<file path="config.mk">
export PLATFORM = sky130hd
export DESIGN_NAME = microseq_ctrl
export DESIGN_NICKNAME = d
export VERILOG_FILES = /design/src/rtl/microseq_pkg.sv /design/src/rtl/microseq_stack.sv /design/src/rtl/microseq_ctrl.sv
export SDC_FILE = /design/constraint.sdc
export NUM_CORES = 1
export LEC_CHECK = 0
export CORE_UTILIZATION = 40
export CTS_CLUSTER_SIZE = 20
export DETAILED_ROUTE_END_ITERATION = 10
export PLACE_DENSITY_LB_ADDON = 0.1
export SETUP_SLACK_MARGIN = 0.2
export SLEW_MARGIN = 5
export SYNTH_ARGS = -nofsm -noshare
export SYNTH_HDL_FRONTEND = slang
export SYNTH_SLANG_ARGS = --single-unit
export TNS_END_PERCENT = 30
</file>
<file path="constraint.sdc">
create_clock -name clk -period 3.7 [get_ports clk]
set_input_delay 0.74 -clock clk [delete_from_list [all_inputs] [get_ports clk]]
set_output_delay 0.74 -clock clk [all_outputs]
set_load 0.1 [all_outputs]
</file>
<file path="src/rtl/microseq_pkg.sv">
// Shared constants for the microprogram sequencer: next-address modes,
// condition-source indices and control-store field positions.
package microseq_pkg;

  localparam logic [2:0] ENC   = 3'b000;
  localparam logic [2:0] FETCH = 3'b001;
  localparam logic [2:0] JUMP  = 3'b010;
  localparam logic [2:0] INC   = 3'b011;
  localparam logic [2:0] CBR   = 3'b100;
  localparam logic [2:0] CENC  = 3'b101;
  localparam logic [2:0] CALL  = 3'b110;
  localparam logic [2:0] RET   = 3'b111;

  localparam int COND_MOC  = 0;
  localparam int COND_PASS = 1;
  localparam int COND_LSM  = 2;
  localparam int COND_SHF  = 3;

  // Control-store word bit positions, shared with the ROM wrapper
  localparam int ROM_N_HI  = 57;
  localparam int ROM_N_LO  = 55;
  localparam int ROM_INV   = 54;
  localparam int ROM_MI    = 53;
  localparam int ROM_S_HI  = 52;
  localparam int ROM_S_LO  = 50;
  localparam int ROM_CR_HI = 41;
  localparam int ROM_CR_LO = 34;

  localparam int ADDR_W = 8;

endpackage

</file>
<file path="src/rtl/microseq_stack.sv">
// Return-address LIFO for microroutine calls; push/pop take effect on the
// clock edge, overflow/underflow attempts are dropped and latched sticky.
module microseq_stack
  import microseq_pkg::*;
#(
  parameter int DEPTH = 4,
  parameter int W     = ADDR_W,
  localparam int AW   = $clog2(DEPTH),
  localparam int DW   = $clog2(DEPTH) + 1
) (
  input  logic          clk,
  input  logic          reset_n,
  input  logic          push_i,
  input  logic          pop_i,
  input  logic [W-1:0]  push_dat_i,
  output logic [W-1:0]  top_dat_o,
  output logic          empty_o,
  output logic [DW-1:0] depth_o,
  output logic          ovf_o,
  output logic          unf_o
);

  logic [W-1:0]  mem_q [DEPTH];
  logic [DW-1:0] depth_q, depth_d;
  logic          ovf_q, ovf_d;
  logic          unf_q, unf_d;
  logic [DW-1:0] top_idx;
  logic          full;
  logic          empty;
  logic          do_push;

  assign full    = (depth_q == DW'(DEPTH));
  assign empty   = (depth_q == '0);
  assign top_idx = depth_q - DW'(1);
  assign do_push = push_i && !full;

  always_comb begin
    depth_d = depth_q;
    ovf_d   = ovf_q;
    unf_d   = unf_q;
    if (push_i) begin
      if (full) ovf_d = 1'b1;
      else      depth_d = depth_q + DW'(1);
    end else if (pop_i) begin
      if (empty) unf_d = 1'b1;
      else       depth_d = depth_q - DW'(1);
    end
  end

  always_ff @(posedge clk or negedge reset_n) begin
    if (!reset_n) begin
      for (int i = 0; i < DEPTH; i++) mem_q[i] <= '0;
      depth_q <= '0;
      ovf_q   <= 1'b0;
      unf_q   <= 1'b0;
    end else begin
      if (do_push) mem_q[depth_q[AW-1:0]] <= push_dat_i;
      depth_q <= depth_d;
      ovf_q   <= ovf_d;
      unf_q   <= unf_d;
    end
  end

  assign top_dat_o = mem_q[top_idx[AW-1:0]];
  assign empty_o   = empty;
  assign depth_o   = depth_q;
  assign ovf_o     = ovf_q;
  assign unf_o     = unf_q;

endmodule

</file>
<file path="src/rtl/microseq_ctrl.sv">
// Microprogram sequencer: owns the control-store address and selects the next
// one from the ROM next-state fields, one cycle per advance, frozen by stall.
module microseq_ctrl
  import microseq_pkg::*;
#(
  parameter logic [7:0] RESET_ADDR = 8'd0,
  parameter logic [7:0] FETCH_ADDR = 8'd1,
  parameter int         STK_DEPTH  = 4
) (
  input  logic                       clk,
  input  logic                       reset_n,
  input  logic                       stall,
  input  logic [2:0]                 n_sel,
  input  logic                       inv,
  input  logic                       mi,
  input  logic [2:0]                 s_sel,
  input  logic [7:0]                 cr,
  input  logic [7:0]                 cond_vec,
  input  logic [7:0]                 enc_addr,
  output logic [7:0]                 state,
  output logic                       cond_taken,
  output logic [$clog2(STK_DEPTH):0] stk_depth,
  output logic                       stk_ovf,
  output logic                       stk_unf
);

  logic [7:0] state_q, state_d;
  logic       cond_q;
  logic       cond_c;
  logic [7:0] inc_addr;
  logic       push, pop;
  logic [7:0] stk_top;
  logic       stk_empty;

  assign cond_c   = (mi ? 1'b1 : cond_vec[s_sel]) ^ inv;
  assign inc_addr = state_q + 8'd1;

  // Stack moves only on advancing cycles; a CALL whose condition fails is a plain step
  assign push = !stall && (n_sel == CALL) && cond_c;
  assign pop  = !stall && (n_sel == RET);

  always_comb begin
    state_d = state_q;
    case (n_sel)
      ENC:     state_d = enc_addr;
      FETCH:   state_d = FETCH_ADDR;
      JUMP:    state_d = cr;
      INC:     state_d = inc_addr;
      CBR:     state_d = cond_c ? cr : inc_addr;
      CENC:    state_d = cond_c ? cr : enc_addr;
      CALL:    state_d = cond_c ? cr : inc_addr;
      RET:     state_d = stk_empty ? FETCH_ADDR : stk_top;
      default: state_d = state_q;
    endcase
  end

  always_ff @(posedge clk or negedge reset_n) begin
    if (!reset_n) begin
      state_q <= RESET_ADDR;
      cond_q  <= 1'b0;
    end else if (!stall) begin
      state_q <= state_d;
      cond_q  <= cond_c;
    end
  end

  microseq_stack #(
    .DEPTH (STK_DEPTH),
    .W     (8)
  ) u_stack (
    .clk        (clk),
    .reset_n    (reset_n),
    .push_i     (push),
    .pop_i      (pop),
    .push_dat_i (inc_addr),
    .top_dat_o  (stk_top),
    .empty_o    (stk_empty),
    .depth_o    (stk_depth),
    .ovf_o      (stk_ovf),
    .unf_o      (stk_unf)
  );

  assign state      = state_q;
  assign cond_taken = cond_q;

endmodule

</file>
Word-level counts from Yosys, hierarchy flattened
Index checks and enable logic that the tools add are counted.
{"block": "totals", "latchBits": 0, "output_inout_bits": 14, "mem_bits_ro": 0, "elab_cells": 61, "ram_bits": 0, "n_memories": 0, "inputBits": 35, "register_bits": 46}
{"block": "classes", "shift": 0, "eq_ne": 10, "n_mux": 17, "n_reduce_logical": 14, "multipliers": 0, "div": 0, "addsub": 3, "magnitude_cmp": 4, "n_bitwise": 4}
{"operator": "8-bit one-hot mux with 7 select lines", "count": 1}
{"operator": "8-bit two-way mux", "count": 6}
{"operator": "32-bit bitwise mux", "count": 1}
{"operator": "8-bit binary-select mux with 2-bit select", "count": 1}
{"operator": "8-bit demux with 2-bit select", "count": 1}
{"operator": "3-bit == test, second input constant", "count": 5}
{"operator": "3-bit two-way mux", "count": 4}
{"operator": "8-bit by 1-bit adder with 8-bit output, second input constant", "count": 1}
{"operator": "3-bit by 2-bit == test with 1-bit output, second input constant", "count": 2}
{"operator": "3-bit greater-or-equal comparator, second input constant", "count": 2}
{"operator": "3-bit zero test", "count": 2}
{"operator": "2-bit NOT with 3-bit output", "count": 2}
{"operator": "3-bit AND reduction", "count": 2}
{"operator": "1-bit logical AND", "count": 5}
{"operator": "3-bit by 4-bit < comparator with 1-bit output, second input constant", "count": 1}
{"operator": "3-bit by 1-bit adder with 3-bit output, second input constant", "count": 1}
{"operator": "1-bit binary-select mux with 3-bit select", "count": 1}
{"operator": "3-bit by 1-bit == test with 1-bit output, second input constant", "count": 1}
{"operator": "3-bit by 1-bit < comparator with 1-bit output, second input constant", "count": 1}
{"operator": "3-bit by 1-bit subtractor with 3-bit output, second input constant", "count": 1}
{"operator": "1-bit zero test", "count": 2}
{"operator": "1-bit two-way mux", "count": 2}
{"operator": "2-bit by 1-bit inequality test with 1-bit output, second input constant", "count": 1}
{"operator": "2-bit inequality test, second input constant", "count": 1}
{"operator": "other kinds (5)", "count": 5}

Depth between registers and ports, before layout
Gate-level depths: netlist (run 1).
{"block": "depth", "ltp_word": 7, "mapped_depth": 10, "mapped_depth_nobuf": 9}

Hierarchy
From an unflattened synthesis (run 1), not the netlist that was laid out.
{"block": "unflattened", "hier_cells": 265, "hier_area_um2": 2827.7}
{"module": "microseq_stack", "cells_each": 112, "area_each_um2": 1711.6, "instances": 1, "seq_area_each_um2": 925.9}
{"module": "microseq_ctrl", "cells_each": 153, "area_each_um2": 1116.1, "instances": 1, "seq_area_each_um2": 225.2}

Least setup slack after synthesis (run 1)
No wires, ideal clock.
{"block": "synth_path", "path_type": "register to register", "startpoint": "register u_stack.depth_q[0], in the netlist u_stack.depth_o[0]", "endpoint": "register state_q[5], in the netlist state[5]", "setup_slack_ns": 0.378, "path_stages_with_launch": 9, "setup_time_ns": 0.126, "t_arrival_ns": 3.196, "synth_period_minus_slack_ns": 3.322, "path_buffers": 2, "required_ns": 3.574, "cell_sequence": "dfrtp_1 > clkbuf_1 > inv_1 > ha_1 > clkbuf_1 > mux4_2 > a22oi_1 > o211ai_1 > a221o_1"}
{"block": "synth_via", "elab_chain_cells": 7, "elab_cells_between_ends": 8, "classes_between": "add/sub: 1; mux: 5; bitwise: 1; reduce/logical: 1"}
{"element": "start: declaration", "line": "microseq_stack.sv:24", "rtl": "logic [DW-1:0] depth_q, depth_d;"}
{"element": "start signal: assignment", "line": "microseq_stack.sv:58", "rtl": "depth_q <= depth_d;"}
{"element": "3-bit by 1-bit subtractor with 3-bit output", "line": "microseq_stack.sv:34", "rtl": "assign top_idx = depth_q - DW'(1);"}
{"element": "2-bit NOT with 3-bit output (implied by the code)", "line": "microseq_stack.sv:64", "rtl": "assign top_dat_o = mem_q[top_idx[AW-1:0]];"}
{"element": "8-bit binary-select mux with 2-bit select", "line": "microseq_stack.sv:64"}
{"element": "8-bit two-way mux (implied by the code) (2 in series)", "line": "microseq_stack.sv:64"}
{"element": "8-bit two-way mux (*)", "line": "microseq_ctrl.sv:52", "rtl": "RET: state_d = stk_empty ? FETCH_ADDR : stk_top;"}
{"element": "8-bit one-hot mux with 7 select lines (*)", "line": "microseq_ctrl.sv:44", "rtl": "case (n_sel)"}
{"element": "end signal: assignment", "line": "microseq_ctrl.sv:62", "rtl": "state_q <= state_d;"}
{"element": "end: declaration", "line": "microseq_ctrl.sv:27", "rtl": "logic [7:0] state_q, state_d;"}
Every way passes the cells marked *; elsewhere a longest branch is shown, timed or not. The select of a mux whose other input is x is not followed.
A chain may end at the register's enable or synchronous reset.

Final worst setup path (run 1)
{"block": "layout_path", "startpoint": "input s_sel[1]", "endpoint": "register u_stack.mem_q[25] in the netlist's numbering"}
{"block": "layout_via", "elab_chain_cells": 6}
{"element": "start: declaration", "line": "microseq_ctrl.sv:16", "rtl": "input logic [2:0] s_sel,"}
{"element": "1-bit binary-select mux with 3-bit select", "line": "microseq_ctrl.sv:35", "rtl": "assign cond_c = (mi ? 1'b1 : cond_vec[s_sel]) ^ inv;"}
{"element": "1-bit two-way mux (implied by the code)", "line": "microseq_ctrl.sv:35"}
{"element": "1-bit two-way mux", "line": "microseq_ctrl.sv:35"}
{"element": "1-bit XOR", "line": "microseq_ctrl.sv:35"}
{"element": "1-bit logical AND", "line": "microseq_ctrl.sv:39", "rtl": "assign push = !stall && (n_sel == CALL) && cond_c;"}
{"element": "1-bit logical AND", "line": "microseq_stack.sv:35", "rtl": "assign do_push = push_i && !full;"}
{"element": "end signal: indexed assignment", "line": "microseq_stack.sv:57", "rtl": "if (do_push) mem_q[depth_q[AW-1:0]] <= push_dat_i;"}
{"element": "end: declaration", "line": "microseq_stack.sv:23", "rtl": "logic [W-1:0] mem_q [DEPTH];"}
No other way between the ends. The select of a mux whose other input is x is not followed.

==> results of run 1 <==
-- worst register-to-register path, stage by stage, from the launching register on --
cell	delay [ps]
dfrtp_1	330
buf_4	250
inv_1	120
ha_1	660
mux4_2	420
a22oi_1	230
o211ai_1	130
a221o_1	300
-- final cells by class --
type	count	area [µm²]
inverter	9	33.8
clock inverter	3	43.8
tap	96	120
timing repair buffer	58	548
fill	628	3280
clock buffer	5	68.8
sequential	46	1150
multi-input combinational	211	1550
-- worst paths after layout --
kind                                    start                end  slack (ps)  cells past startpoint
min in group asynchronous             reset_n         cond_taken         590                      1
setup / recovery                     s_sel[1]  u_stack.mem_q[25]         760                      7
setup reg to reg           u_stack.depth_o[0]           state[5]        1160                      7
hold reg to reg                 u_stack.unf_o      u_stack.unf_o         480                      1
max in group asynchronous             reset_n   u_stack.mem_q[9]        2440                      1
hold / removal                  u_stack.unf_o      u_stack.unf_o         480                      1
-- synthesized netlist by cell type, types with 3 or more instances --
cell type,instances,area [µm²]
a21oi_1,12,60.1
nand3b_1,3,22.5
mux2i_1,18,180
clkbuf_1,9,33.8
and3_1,3,18.8
mux4_2,8,180
a22o_1,5,43.8
nor3_1,4,20.0
ha_1,6,75.1
xnor2_1,4,35.0
nand2b_1,3,18.8
o221ai_1,5,43.8
mux2_2,16,180
xor2_1,6,52.6
nand2_1,35,131
inv_1,8,30.0
o21ai_0,25,125
nand3_1,9,45.0
nor2_1,26,97.6
o22ai_1,3,18.8
dfrtp_1,46,1150
-- logic make-up after synthesis --
group	Yosys count
xor+xnor	11
fa+ha+maj	6
compound gates	66
buf+inv	22
simple gates	85
flops	46
mux	43
-- report_power, final --
part | switching, W | internal, W | total, W
Clock | 0.000189 | 0.000203 | 0.000392
Sequential | 0.000119 | 0.000670 | 0.000789
Combinational | 0.000737 | 0.000434 | 0.00117
Total | 0.00105 | 0.00131 | 0.00235
-- flip-flops by register name (all words and copies together), names as in the netlist --
name	cells
u_stack.depth_o	3
u_stack.ovf_o	1
cond_taken	1
state	8
u_stack.mem_q	32
u_stack.unf_o	1
-- placed cells by master (no fill, tap or decap), drive strengths merged, types with 3 or more instances in the layout --
master,n
nor2,26
nor3,4
dfrtp,46
xnor2,4
a22o,5
nand3b,3
ha,6
buf,12
clkdlybuf4s50,46
xor2,7
and3,3
o221ai,5
mux2i,19
o22ai,3
clkbuf,5
mux2,16
mux4,8
o21ai,25
nand3,9
a21oi,12
inv,9
nand2,36
nand2b,3
-- per-stage QoR --
step                      cell area [µm²]  power, W  hold WS, ps  std cells
after floorplan                      2810   0.00165          444        279
final                                3520   0.00235          477        428
after global placement               3410   0.00196          448        420
after CTS                            3520   0.00237          486        428
after detailed placement             3410   0.00197          455        420
after global routing                 3520   0.00250          517        428
-- routing by layer --
| metal | part of all wire | wire length [µm] | vias up | global-route usage |
|---|---|---|---|---|
| li1 | - | - | 1112 | - |
| met5 | 0 | 0 | - | 0 |
| met3 | 0.060 | 438 | 7 | 0.0395 |
| met2 | 0.42 | 3050 | 71 | 0.327 |
| met4 | 0.0091 | 66 | 0 | 0.0485 |
| met1 | 0.51 | 3710 | 1092 | 0.338 |
==> impl_metrics.toml, run 1 <==
[grt]
gr-total-overflow = 0
grt_start_max_net_pins = 47
first_global_vias = 2323
antenna_violations_before_repair = 0
grt.total_usage = 0.221
global_route_wire_length_before_repair_um = 12400

[drt]
drc = 0
detailed_routing_iterations_pass_1 = 4
vias = 2282
drtAntennaViolNets = 0
totalWireLength_um = 7270
post_drt_via_cell_ratio = 5.33
detail_route.iter0.violations = 139
wire_per_inst_um = 17.0

[setup_path]
startpoint_type = "input port"
critPathMaxFanout = 13
worst-endpoint-required_ps = 3900
critical_path.n_buffers_inverters = 1
critical_path_s_top_delay_family = "multiplexers"
cpMaxStageDelayCell = "clkdlybuf4s50_1"
criticalPathCategory = "in -> reg"
crit_path_max_incr_delay_ps = 590
critical_path.cell_chain = "clkdlybuf4s50_1 -> mux2i_1 -> nand3b_1 -> a41oi_4 -> mux2i_2 -> nand2_1 -> mux2_2"
timing.critical_path.arrival_ps = 3130
worst_setup_path_end_kind = "flip-flop"

[clock_tree]
clk_path_buf_depth = 2
htree_levels = 2
insertion_delay_ps = 310
clock_tree.root_cell = "clkbuf_8"
cts_buffers = 5
cts-hold-fix-buffers = 0
cts.sinks = 46
clkSlewWorstSetupHoldPaths_ps = 90
cts-resized-gates = 0
cts_post_setup_buffers_inserted = 0
cts_tree = "yes"

[logic_synthesis]
netlist-cell-type-count = 41
synth_mux_area_frac = 0.197
dominant_combinational_cell_family_by_area_after_synthesis = "multiplexers"
synth_fa_ha_area_frac = 0.0267
seq_area_frac_synth = 0.410
postSynth.asyncResetShare = 1.00
number_of_enable_flip_flop_cells_after_synthesis = 0
yosys.area_share.xor_xnor = 0.0410
syn_area_per_cell_um2 = 10.1
ys_dominant_reg_cell = "dfrtp_1"
synthesis.nets = 320
postSynthCellCount = 279
synthSimpleGateAreaFrac = 0.131
synth_compound_gate_area_share = 0.157
ys_ff_latch = 46
mappedNetlistArea_um2 = 2810
synth_warnings = 0

[layout]
layout.core_utilization = 0.518
final_net_count = 372
drive_gt1_frac = 0.151
area_growth_pct = 25.3
antenna_cells = 0

[place]
pre_cts_slack_ps = 428
dp.final_hpwl_um = 5260
buffer_ports.inserted = 48
finalWeightedCongestion = 0.823

[sta]
finalHoldViolations = 0
fmax_mhz = 341
final_setup_violation_count = 0
slew_headroom = 0.301
slew_violations = 0
totalNegativeSetupSlack_ps = 0
worstMarginPinSlew_ps = 1050
fin_crit_sh = 0.794
rsz_0062_raised_after_global_routing = "no"
finClkSkew_ps = 9.62
timing.final.ws_setup_ps = 763
timing.final.crit_period_ps = 2940

[pwr]
ir_drop_worst_vdd_mv = 0.399
power_leakage_nw = 1.53
power_per_cell_area_nw_per_um2 = 669

[floorplanning]
core_region_area_um2 = 6790
die_height_um = 85.8
site_row_count = 30
design.die.area_um2 = 7360
ios = 49
floorplan.initialDensity = 0.413
die_width_um = 85.8

[hold_path]
hold_class = "reg -> reg"

[job]
cap_violations = 0

[status]
run_status = "completed"
Note: power is estimated with default switching activity, not from simulation.
==> inputs of run 2 (changes only) <==
==> constraint.sdc (replaced) <==
create_clock -name clk -period 2.97 [get_ports clk]
set_input_delay 0.594 -clock clk [delete_from_list [all_inputs] [get_ports clk]]
set_output_delay 0.594 -clock clk [all_outputs]
set_load 0.1 [all_outputs]
==> impl_metrics.toml, run 2 (synthesis results as in run 1) <==
[place]
dp.final_hpwl_um = 5620
buffer_ports.inserted = 48
placedInstanceArea_um2 = 3440
finalWeightedCongestion = 0.856

[drt]
detail_route.iter0.violations = 156
drtAntennaViolNets = 0
post_drt_via_cell_ratio = 5.45
wire_per_inst_um = 17.8
totalWireLength_um = 7750
drc = 0
vias = 2369
detailed_routing_iterations_pass_1 = 4

[layout]
largest_reg_flops = 32
final_cell_mix = "dfrtp_1, nand2_1, clkdlybuf4s50_1, buf_4, nor2_1"
area_growth_pct = 27.4
registers.top_by_ff_count = "u_stack.mem_q"
nFillCells = 626
antenna_cells = 0
seqCellArea_um2 = 1160
most_common_cell_after_layout_fill_and_taps_aside = "dfrtp_1"
finish.instance_area_um2 = 3580
multi_input_area_um2 = 1560
drive_gt1_frac = 0.209
layout.core_utilization = 0.527
final_net_count = 379

[setup_path]
cpMaxStageDelayCell = "ha_1"
worstReg2RegStart = "u_stack.depth_o[0]"
criticalPathCategory = "reg -> reg"
critical_path.n_buffers_inverters = 1
worst-endpoint-required_ps = 3170
critical_path.cell_chain = "inv_1 -> ha_1 -> mux4_2 -> a21oi_1 -> o211ai_1 -> a221o_1"
worst_setup_path_end_kind = "flip-flop"
worstSetupPathDepth = 6
cp-endpoint = "state[6]"
worst_setup_path_startpoint = "u_stack.depth_o[0]"
r2r_cells = 6
startpoint_type = "flip-flop"
timing.critical_path.arrival_ps = 2740
crit_path_max_incr_delay_ps = 680
r2r_path_end = "state[6]"
critPathMaxFanout = 13
rrSetupSlack_ps = 440
critical_path_s_top_delay_family = "adder cells"

[sta]
fmax_mhz = 395
timing.final.crit_period_ps = 2530
finClkSkew_ps = 9.80
final_setup_violation_count = 0
worstMarginPinSlew_ps = 864
slew_violations = 0
totalNegativeSetupSlack_ps = 0
slew_headroom = 0.424
finalHoldViolations = 0
hold_ws_ps = 385
fin_crit_sh = 0.853
rsz_0062_raised_after_global_routing = "no"

[clock_tree]
insertion_delay_ps = 310
cts-hold-fix-buffers = 0
clock_tree.root_cell = "clkbuf_8"
cts_buffers = 5
htree_levels = 2
clkSlewWorstSetupHoldPaths_ps = 100
cts.sinks = 46
cts_tree = "yes"
clk_path_buf_depth = 2

[pwr]
power_per_cell_area_nw_per_um2 = 818
power_leakage_nw = 1.60
ir_drop_worst_vdd_mv = 0.548

[job]
cap_violations = 0

[floorplanning]
design.die.area_um2 = 7360
ios = 49
die_height_um = 85.8
site_row_count = 30
die_width_um = 85.8
floorplan.initialDensity = 0.413
core_region_area_um2 = 6790

[grt]
first_global_vias = 2349
gr-total-overflow = 0
grt_start_max_net_pins = 38
grt.total_usage = 0.223
global_route_wire_length_before_repair_um = 12400
antenna_violations_before_repair = 0

[status]
run_status = "completed"

[hold_path]
hold_class = "in -> async"
==> run 2: worst min-delay path by stage <==
| stage | to | slack [ps] | cells after the start | startpoint |
|---|---|---|---|---|
| floorplan | cond_taken | 300 | 0 | reset_n |
| global placement | u_stack.ovf_o | 460 | 1 | u_stack.ovf_o |
| detailed placement | u_stack.unf_o | 460 | 1 | u_stack.unf_o |
| CTS | state[3] | 420 | 1 | reset_n |
| global route | state[3] | 450 | 1 | reset_n |
| finish | state[3] | 380 | 1 | reset_n |
==> run 2: worst reg2reg max path, stage by stage, from the launching register on <==
cell,delay (ps)
dfrtp_4,590
inv_1,140
ha_1,680
mux4_2,420
a21oi_1,190
o211ai_1,110
a221o_1,300
==> run 2: layer usage <==
metal  share of wire  GRT usage
met5               0          0
met4           0.017     0.0591
met3           0.043     0.0443
met2            0.48      0.366
met1            0.46      0.304
==> run 2: what timing repair did <==
item                                    in CTS  in global routing
endpoints found under the setup margin       7                 15
pin swaps                                    1                  1
resized for setup                            1                  1
buffers inserted                             2                  0
==> run 2: metrics by stage <==
| step | worst slack (ps) | power (W) | std cells |
|---|---|---|---|
| 5_1_grt | 306 | 0.00310 | 435 |
| 3_5_place_dp | -202 | 0.00246 | 425 |
| 6_report | 436 | 0.00293 | 435 |
| 3_3_place_gp | -60.6 | 0.00243 | 425 |
| 2_1_floorplan | 248 | 0.00206 | 279 |
| 4_1_cts | 228 | 0.00294 | 435 |
==> run 2: area by class of cell <==
cell class / count / share of cell area
sequential: 46 / 0.323
inverter: 9 / 0.00944
tap: 96 / 0.0336
clock buffer: 6 / 0.0203
multi-input combinational: 211 / 0.437
timing repair buffer: 65 / 0.166
clock inverter: 2 / 0.0105
==> run 2: power breakdown <==
part | internal (W) | total, W | switching, W
combinational | 0.000525 | 0.00140 | 0.000878
clock | 0.000251 | 0.000476 | 0.000224
sequential | 0.000841 | 0.00105 | 0.000206
==> inputs of run 3 (changes only) <==
--- a/config.mk
+++ b/config.mk
@@ -5,9 +5,13 @@
 export SDC_FILE = /design/constraint.sdc
 export NUM_CORES = 1
 export LEC_CHECK = 0
+export CELL_PAD_IN_SITES_DETAIL_PLACEMENT = 1
+export CELL_PAD_IN_SITES_GLOBAL_PLACEMENT = 1
 export CORE_UTILIZATION = 40
+export CTS_BUF_LIST = sky130_fd_sc_hd__clkbuf_4 sky130_fd_sc_hd__clkbuf_8 sky130_fd_sc_hd__clkbuf_16
 export CTS_CLUSTER_SIZE = 20
 export DETAILED_ROUTE_END_ITERATION = 10
+export DONT_BUFFER_PORTS = 1
 export PLACE_DENSITY_LB_ADDON = 0.1
 export SETUP_SLACK_MARGIN = 0.2
 export SLEW_MARGIN = 5
==> impl_metrics.toml, run 3 (synthesis results as in run 1) <==
[status]
run_status = "completed"

[drt]
detailed_routing_iterations_pass_1 = 4
post_drt_via_cell_ratio = 5.70
vias = 2219
wire_per_inst_um = 19.9
drc = 0
totalWireLength_um = 7730
detail_route.iter0.violations = 91
drtAntennaViolNets = 0

[floorplanning]
die_width_um = 85.8
design.die.area_um2 = 7360
floorplan.initialDensity = 0.413
core_region_area_um2 = 6790
ios = 49
die_height_um = 85.8
site_row_count = 30

[clock_tree]
cts_tree = "yes"
cts_buffers = 5
clock_tree.root_cell = "clkbuf_8"
clkSlewWorstSetupHoldPaths_ps = 100
cts-resized-gates = 0
htree_levels = 2
clk_path_buf_depth = 2
cts-hold-fix-buffers = 1
cts.sinks = 46
insertion_delay_ps = 320
cts_post_setup_buffers_inserted = 0

[sta]
slew_violations = 0
final_setup_violation_count = 0
fin_crit_sh = 0.781
fmax_mhz = 431
rsz_0062_raised_after_global_routing = "no"
finClkSkew_ps = 8.37
totalNegativeSetupSlack_ps = 0
timing.final.crit_period_ps = 2320
worstMarginPinSlew_ps = 917
finalHoldViolations = 0
slew_headroom = 0.389

[grt]
gr-total-overflow = 0
grt_start_max_net_pins = 47
antenna_violations_before_repair = 0
grt.total_usage = 0.227
first_global_vias = 2274
global_route_wire_length_before_repair_um = 12400

[setup_path]
worst-endpoint-required_ps = 3180
cpMaxStageDelayCell = "ha_1"
crit_path_max_incr_delay_ps = 640
worst_setup_path_startpoint = "u_stack.depth_o[0]"
critical_path.cell_chain = "inv_1 -> ha_1 -> mux4_2 -> a22oi_1 -> o211ai_1 -> a221o_1"
critical_path.n_buffers_inverters = 1
timing.critical_path.arrival_ps = 2530
worstReg2RegStart = "u_stack.depth_o[0]"
r2r_path_end = "state[5]"
criticalPathCategory = "reg -> reg"
critical_path_s_top_delay_family = "compound AO/OA/AOI/OAI gates"
critPathMaxFanout = 13
startpoint_type = "flip-flop"
worstSetupPathDepth = 6
worst_setup_path_end_kind = "flip-flop"
r2r_cells = 6
cp-endpoint = "state[5]"
rrSetupSlack_ps = 650

[layout]
largest_reg_flops = 32
drive_gt1_frac = 0.201
registers.top_by_ff_count = "u_stack.mem_q"
antenna_cells = 0
area_growth_pct = 11.0
layoutNonFillerInstCount = 389
most_common_cell_after_layout_fill_and_taps_aside = "dfrtp_1"
final_cell_mix = "dfrtp_1, nand2_1, nor2_1, o21ai_0"
final_net_count = 333

[place]
finalWeightedCongestion = 0.773
placed_cells_incl_taps = 380
dp.final_hpwl_um = 5700
buffer_ports.inserted = 0

[pwr]
power_leakage_nw = 1.39
power_per_cell_area_nw_per_um2 = 894
ir_drop_worst_vdd_mv = 0.386

[hold_path]
hold_class = "in -> async"

[job]
cap_violations = 0
==> run 3: changes by cell type in the layout (fill, tap and decap cells not counted), moves of 2 or more <==
cell / delta
buf_4: -11
clkdlybuf4s50_1: -32
inv_6: +2
buf_12: -2
==> run 3: how the worst min path moves through the flow <==
stage,startpoint,end,cells past startpoint
4_1_cts,reset_n,u_stack.depth_o[0],1
3_5_place_dp,reset_n,u_stack.depth_o[0],0
6_report,reset_n,state[1],1
2_1_floorplan,reset_n,cond_taken,0
3_3_place_gp,reset_n,u_stack.depth_o[0],0
5_1_grt,reset_n,u_stack.depth_o[0],1
==> run 3: cell type report <==
| cell class | instances | area (µm²) |
|---|---|---|
| repair buffers | 19 | 163 |
| clock inverters | 3 | 22.5 |
| inverters | 9 | 33.8 |
| fillers | 777 | 3680 |
| multi-input cells | 211 | 1550 |
| clock buffers | 5 | 68.8 |
| flip-flops and latches | 46 | 1160 |
| well taps | 96 | 120 |
==> run 3: metrics by stage <==
stage	utilization	hold slack, ps	worst slack (ps)	power [W]	area [µm²]
6_report	0.459	106	650	0.00279	3120
5_1_grt	0.459	120	497	0.00295	3120
4_1_cts	0.459	124	669	0.00281	3120
3_5_place_dp	0.441	300	427	0.00237	3000
3_3_place_gp	0.441	300	509	0.00234	3000
2_1_floorplan	-	298	248	0.00206	2810
==> run 3: layer usage <==
layer / track usage / vias to the layer above / routed length, µm
li1: - / 1038 / -
met3: 0.0481 / 6 / 312
met2: 0.354 / 44 / 3460
met5: 0 / - / 0
met4: 0.0500 / 0 / 72
met1: 0.325 / 1131 / 3880
==> run 3: power breakdown <==
part | switching, W | internal [W] | total, W | leakage (nW)
registers | 0.000250 | 0.000838 | 0.00109 | 0.601
clock network | 0.000252 | 0.000171 | 0.000423 | 0.0489
logic | 0.000815 | 0.000461 | 0.00128 | 0.740
